$ cat src/rtl/decimal_entry_to_signed.sv
// rtl/decimal_entry_to_signed.sv - BCD keystroke entry to signed 8-bit value
// Optional inactivity timeout: define ENTRY_TIMEOUT_EN.
module decimal_entry_to_signed #(
    parameter int TIMEOUT_CYCLES = 50_000_000
) (
    input  logic        clk,
    input  logic        rst,
    input  logic [3:0]  digit_in,
    input  logic        digit_stb,
    input  logic        neg_stb,
    input  logic        enter_stb,
    input  logic        clear_stb,
    output logic [7:0]  val_out,
    output logic        val_valid,
    output logic        err,
    output logic        busy,
    output logic [11:0] entry_bcd,
    output logic        entry_neg
);

    typedef enum logic [1:0] {
        ST_IDLE  = 2'd0,
        ST_ENTRY = 2'd1,
        ST_ERROR = 2'd2
    } state_t;

    state_t      state_q, state_d;
    logic [11:0] bcd_q, bcd_d;
    logic        neg_q, neg_d;
    logic [1:0]  cnt_q, cnt_d;
    logic [9:0]  mag_q, mag_d;
    logic [7:0]  val_q, val_d;
    logic        valid_q, valid_d;
    logic        acted;
    logic        timeout_hit;
    logic        in_range;

    if (TIMEOUT_CYCLES < 2) begin : g_bad_timeout
        $error("TIMEOUT_CYCLES must be at least 2");
    end

`ifdef ENTRY_TIMEOUT_EN
    localparam int TW = (TIMEOUT_CYCLES > 2) ? $clog2(TIMEOUT_CYCLES) : 1;
    logic [TW-1:0] tmo_q, tmo_d;

    assign timeout_hit = (state_q != ST_IDLE) && (tmo_q == TW'(TIMEOUT_CYCLES - 1));

    always_comb begin
        tmo_d = '0;
        if (state_d != ST_IDLE && !acted) begin
            tmo_d = tmo_q + 1'b1;
        end
    end

    always_ff @(posedge clk) begin
        if (!rst) begin
            tmo_q <= '0;
        end else begin
            tmo_q <= tmo_d;
        end
    end
`else
    assign timeout_hit = 1'b0;
`endif

    // Negative entries may reach 128 because -128 is representable.
    assign in_range = neg_q ? (mag_q <= 10'd128) : (mag_q <= 10'd127);

    always_ff @(posedge clk) begin
        if (!rst) begin
            state_q <= ST_IDLE;
            bcd_q   <= '0;
            neg_q   <= 1'b0;
            cnt_q   <= '0;
            mag_q   <= '0;
            val_q   <= '0;
            valid_q <= 1'b0;
        end else begin
            state_q <= state_d;
            bcd_q   <= bcd_d;
            neg_q   <= neg_d;
            cnt_q   <= cnt_d;
            mag_q   <= mag_d;
            val_q   <= val_d;
            valid_q <= valid_d;
        end
    end

    always_comb begin
        state_d = state_q;
        bcd_d   = bcd_q;
        neg_d   = neg_q;
        cnt_d   = cnt_q;
        mag_d   = mag_q;
        val_d   = val_q;
        valid_d = 1'b0;
        acted   = 1'b0;

        if (clear_stb || timeout_hit) begin
            acted   = clear_stb;
            state_d = ST_IDLE;
            bcd_d   = '0;
            neg_d   = 1'b0;
            cnt_d   = '0;
            mag_d   = '0;
        end else if (enter_stb) begin
            if (state_q == ST_ENTRY) begin
                acted = 1'b1;
                if (in_range) begin
                    val_d   = neg_q ? (8'd0 - mag_q[7:0]) : mag_q[7:0];
                    valid_d = 1'b1;
                    state_d = ST_IDLE;
                    bcd_d   = '0;
                    neg_d   = 1'b0;
                    cnt_d   = '0;
                    mag_d   = '0;
                end else begin
                    state_d = ST_ERROR;
                end
            end
        end else if (neg_stb) begin
            if (state_q != ST_ERROR) begin
                acted   = 1'b1;
                neg_d   = ~neg_q;
                state_d = ST_ENTRY;
            end
        end else if (digit_stb) begin
            if (state_q != ST_ERROR && digit_in <= 4'd9 && cnt_q < 2'd3) begin
                acted   = 1'b1;
                bcd_d   = {bcd_q[7:0], digit_in};
                mag_d   = mag_q * 10'd10 + {6'd0, digit_in};
                cnt_d   = cnt_q + 2'd1;
                state_d = ST_ENTRY;
            end
        end
    end

    always_comb begin
        val_out   = val_q;
        val_valid = valid_q;
        err       = (state_q == ST_ERROR);
        busy      = (state_q != ST_IDLE);
        entry_bcd = bcd_q;
        entry_neg = neg_q;
    end

endmodule

$ cat config.mk
export PLATFORM = sky130hd
export DESIGN_NAME = decimal_entry_to_signed
export DESIGN_NICKNAME = d
export VERILOG_FILES = /design/src/rtl/decimal_entry_to_signed.sv
export SDC_FILE = /design/constraint.sdc
export NUM_CORES = 1
export LEC_CHECK = 0
export ABC_CLOCK_PERIOD_IN_PS = 2960
export CAP_MARGIN = 5
export CORE_MARGIN = 2
export CORE_UTILIZATION = 52
export CTS_BUF_LIST = sky130_fd_sc_hd__clkbuf_8 sky130_fd_sc_hd__clkbuf_16
export DETAILED_ROUTE_END_ITERATION = 8
export HOLD_SLACK_MARGIN = 0.08
export PLACE_DENSITY = 0.79
export SYNTH_ARGS = -nofsm -noshare
export SYNTH_HDL_FRONTEND = slang
export SYNTH_SLANG_ARGS = --single-unit
$ cat constraint.sdc
create_clock -name clk -period 2.96 [get_ports clk]
set_clock_uncertainty 0.15 [all_clocks]
set_input_delay 0.592 -clock clk [delete_from_list [all_inputs] [get_ports clk]]
set_output_delay 0.592 -clock clk [all_outputs]
set_load 0.005 [all_outputs]
After elaboration in Yosys (flattened, before gate mapping)

Cells that the tools add are included.

Bits in registers: 36
Bits in latches: 0
Bits in writable memories: 0
Memory bits (read-only): 0
Memories kept: 0

$add $sub $neg: 3
Multiply operators: 1
Div/mod/pow operators: 0
Magnitude comparators: 4
Eq/ne operators: 7
Shift-type cells: 0
Multiplexer cells: 33
Bitwise operators: 5
Reduce and logical (&&, ||, !) cells: 15

Operators with widths:

| operator                                                                | number |
|---|---|
| 12-bit two-way mux                                                      | 6 |
| 10-bit two-way mux                                                      | 6 |
| 2-bit two-way mux                                                       | 13 |
| 4-bit AND reduction                                                     | 3 |
| 10-bit by 4-bit adder with 10-bit output                                | 1 |
| 10-bit by 7-bit <= comparator with 1-bit output (second input constant) | 1 |
| 10-bit by 8-bit <= comparator with 1-bit output (second input constant) | 1 |
| 10-bit by 3-bit multiplier with 9-bit output (second input constant)    | 1 |
| 2-bit nonzero test                                                      | 5 |
| 8-bit two-way mux                                                       | 1 |
| 1-bit by 8-bit subtractor with 8-bit output (first input constant)      | 1 |
| 1-bit two-way mux                                                       | 7 |
| 2-bit by 1-bit != test with 1-bit output (second input constant)        | 3 |
| 3-bit nonzero test                                                      | 2 |
| 1-bit NOT                                                               | 5 |
| 5-bit AND reduction                                                     | 1 |
| 4-bit <= comparator (second input constant)                             | 1 |
| 4-bit OR reduction                                                      | 1 |
| 3-bit by 1-bit != test with 1-bit output (second input constant)        | 1 |
| 2-bit by 1-bit adder with 2-bit output (second input constant)          | 1 |
| 2-bit by 1-bit == test with 1-bit output (second input constant)        | 1 |
| 2-bit == test (second input constant)                                   | 1 |
| 1-bit logical AND                                                       | 2 |
| 2-bit < comparator (second input constant)                              | 1 |
| other kinds (2)                                                         | 2 |

Logic depth before layout (Yosys ltp)

Depth in word-level cells: 7
Depth in mapped cells: 9
Depth with buffers taken out: 9

Worst setup path after synthesis

Ideal clock, no wire load.

Path kind: reg-to-reg
Start: reg mag_q[3]
End: reg mag_q[9]
Setup time: 70 ps
Arrival time: 2,463 ps
Data required time: 2,740 ps
Setup slack: 277 ps
Cell stages (with the launch flop): 10
Buffers on the path: 0
Clock period less this slack: 2,683 ps
Cell sequence: dfxtp_1 ha_1 ha_1 fa_1 a21o_1 a21oi_1 xor2_1 nor4_1 xnor3_1 a21oi_1

Longest elaborated chain between the ends: 6
Elaborated cells between the ends (all ways): 11
Those cells by class: add/sub (1); mul (1); order compare (2); eq/ne (1); mux (5); reduce/logical (1)

Ends and longest elaborated chain:

| what                                         | line | RTL |
|---|---|---|
| start, declared                              | 31   | `logic [9:0] mag_q, mag_d;` |
| start signal, assigned                       | 83   | `mag_q <= mag_d;` |
| 10-bit by 3-bit multiplier with 9-bit output | 131  | `mag_d = mag_q * 10'd10 + {6'd0, digit_in};` |
| 10-bit by 4-bit adder with 10-bit output     | 131  |  |
| 10-bit two-way mux                           | 128  | `if (state_q != ST_ERROR && digit_in <= 4'd9 && cnt_q < 2'd3) begin` |
| 10-bit two-way mux                           | 127  | `end else if (digit_stb) begin` |
| 10-bit two-way mux                           | 121  | `end else if (neg_stb) begin` |
| 10-bit two-way mux                           | 106  | `end else if (enter_stb) begin` |

Parallel ways exist; a longest one is shown, timed or not. The select of a mux whose other input is x is not followed.
A chain may end at the register's enable or synchronous reset.

Worst setup path after layout

Start: reg mag_q[2]
End: reg mag_q[9]

The elaborated chain is that of the path after synthesis.

==> results.tsv <==
metric	value	unit
Die Span Y	65.01	µm
post-DR wirelength/cell	13.01	µm
# resized after CTS	0	
synthesized flop and latch total	35	
# fillers	297	
fin util	66.83	%
number of flops mapped to enable cells by yosys	0	
sequential cell area	700.7	µm²
Slew Viols, Final	0	
dpl cell area	0.002322	mm²
RSZ-0062 raised after global routing	false	
dominant cell by count in the synthesized netlist	dfxtp_1	
most instantiated cells after synthesis	dfxtp_1 (35), nor2_1 (26), a22oi_1 (19), ha_1 (16), nand2_1 (11)	
Die X	65.01	µm
CTS Buffer Depth	2	
Worst EP arrival	2.88	ns
Peak VDD IR	0.3081	mV
sw frac	22.82	%
CTS tree	built	
core area	0.003606	mm²
total gr overflow	0	
Fmax	356.2	MHz
Finished Cell Area	0.002410	mm²
Placer Congestion	0.8329	
Worst-Margin Slew	0.3608	ns
Max Cap Viol	0	
first-pass GRT wire length	6.361	mm
DRT Wirelength	3.799	mm
area leader, netlist	dfxtp_1	
leakage	0.001056	µW
drt pass-1 iters	4	
top post-synthesis cells by area	dfxtp_1 (36%), ha_1 (10%), a22oi_1 (7.4%)	
area of the multi-input gates	0.001137	mm²
I/O pin count	34	
min Tclk post-route	2.807	ns
Switch Pwr	205.3	µW
H-tree depth	2	
antenna violations before repair	0	
Initial Util	53.68	%
syn nets	235	
Overall Global Routing Usage	19.54	%
DRC viols	0	
share of cells above drive strength 1	8.197	%
Async S/R FF share, synth	0	%
Final nets	272	
Clock Tree Root	clkbuf_8	
Syn. warnings	0	
clk_lat worst skew	0.29	ns
Final setup viols	0	
CTS Buf Count	5	
Critical Path End Type	flip-flop	
Area growth syn-to-layout	24.50	%
Power Internal	694.4	µW
Via Count	1591	
Slew HR	75.87	%
Setup crit start kind	flip-flop	
IO Port Bufs	33	
Syn Std Cell Area	0.001936	mm²
share of the synthesized area in the top cell type	36.20	%
CTS sink count	35	
CTS Hold Bufs	0	
DR vias/cell	5.449	
final cycle utilization of the critical path	94.84	%
Clk pwr share	38.6	%
top_reg_cell synth	dfxtp_1	
clk slew on worst S/H paths	0.07	ns
status	finished, final reports clean	
post-synthesis cell type count	43	
Combinational Power Share	8.3	%
Final WS setup	0.1528	ns
row count	22	
crit path max fanout	7	
pre-CTS WS	0.02619	ns
worst hold margin	0.3446	ns
P per Cell Area	373.3	mW/mm²
Detail Route Antenna Nets	0	
hpwl dp	2.856	mm
Fin. Hold Viols	0	
Setup Crit Path Kind	flip-flop to flip-flop	
die area	0.004226	mm²
Synth Area per Inst	9.351	µm²
largest net degree at the start of global routing	25	
worst path required time	3.04	ns
Reg power frac	53.1	%
postcts setup bufs	0	
cell count after synthesis	207	
worst hold path type	flip-flop to flip-flop	
antenna diode count	0	
number of global-route vias before repair	1417	
Fin Setup TNS	0	ns
post-synthesis sequential area ratio	36.20	%
DRT iter0 DRCs	74	
==> cell type report <==
class | count | area share (%)
Inverter | 7 | 1.090
Timing Repair Buffer | 42 | 16.51
Clock inverter | 1 | 0.2077
Tap cell | 48 | 2.492
Sequential cell | 35 | 29.08
Clock buffer | 6 | 3.427
Multi-Input combinational cell | 153 | 47.20
==> critical path, cell delays in order, from the launching register on <==
cell	delay, ns
dfxtp_1	0.50
ha_1	0.32
fa_1	0.46
a21o_1	0.20
a21oi_1	0.17
xor2_1	0.12
nor4_1	0.32
xnor3_1	0.37
a21oi_1	0.14
==> per-layer routing <==
layer | vias up | part of all wire [%] | track usage [%]
li1 | 809 | - | -
met1 | 741 | 48 | 25.98
met2 | 37 | 46 | 30.67
met3 | 4 | 4.5 | 5.035
met4 | 0 | 0.76 | 7.031
met5 | - | 0 | 0
==> state kept, by name, indices dropped and copies added (netlist names) <==
register and count:
val_out 8, entry_bcd 12, entry_neg 1, cnt_q 2, state_q 2, mag_q 9, val_valid 1
==> cells by family (layout without fill, tap and decap cells) <==
group | Yosys count | in the layout | synth area share, %
AND/OR/NAND/NOR | 63 | 63 | 16.29
flip-flops | 35 | 35 | 36.20
buffers and inverters | 19 | 56 | 5.042
multiplexers | 2 | 2 | 1.034
adder cells (fa/ha/maj) | 18 | 18 | 12.41
XOR/XNOR | 17 | 17 | 8.404
AO/OA/AOI/OAI | 53 | 53 | 20.62
==> path summary, 6_finish.rpt <==
path,endpoint,cells past startpoint,from,slack [ns]
max,mag_q[9],8,mag_q[2],0.15
min,val_out[2],1,val_out[2],0.34
max reg2reg,mag_q[9],8,mag_q[2],0.15
min reg2reg,val_out[2],1,val_out[2],0.34
==> metrics by stage <==
stage	total power (µW)	cells
3_3_place_gp	563.0	285
3_5_place_dp	563.4	285
5_1_grt	930.8	292
4_1_cts	905.6	292
2_1_floorplan	533.3	207
6_report	899.6	292
==> placed cells by master (no fill, tap or decap), types with 2 or more instances in the layout <==
cell type / instances
dfxtp_1: 35
clkdlybuf4s50_1: 33
nor2_1: 26
a22oi_1: 19
ha_1: 16
nand2_1: 11
xnor2_1: 9
buf_4: 9
a21oi_1: 8
inv_1: 7
xor2_1: 7
o211a_1: 7
nor2b_1: 6
clkbuf_8: 6
o21ai_0: 4
nand3_1: 4
nand2b_1: 3
or3_1: 3
a21o_1: 3
mux2i_1: 2
o211ai_1: 2
o31ai_1: 2
fa_1: 2
==> power by group through the flow <==
stage	clock [µW]	combinational, µW	sequential [µW]
2_1_floorplan	0	44.4	489
3_3_place_gp	0	74.4	489
3_5_place_dp	0	74.7	489
4_1_cts	353	74.9	478
5_1_grt	370	82.7	478
6_report	347	74.8	478
Note: power is estimated with default switching activity, not from simulation.
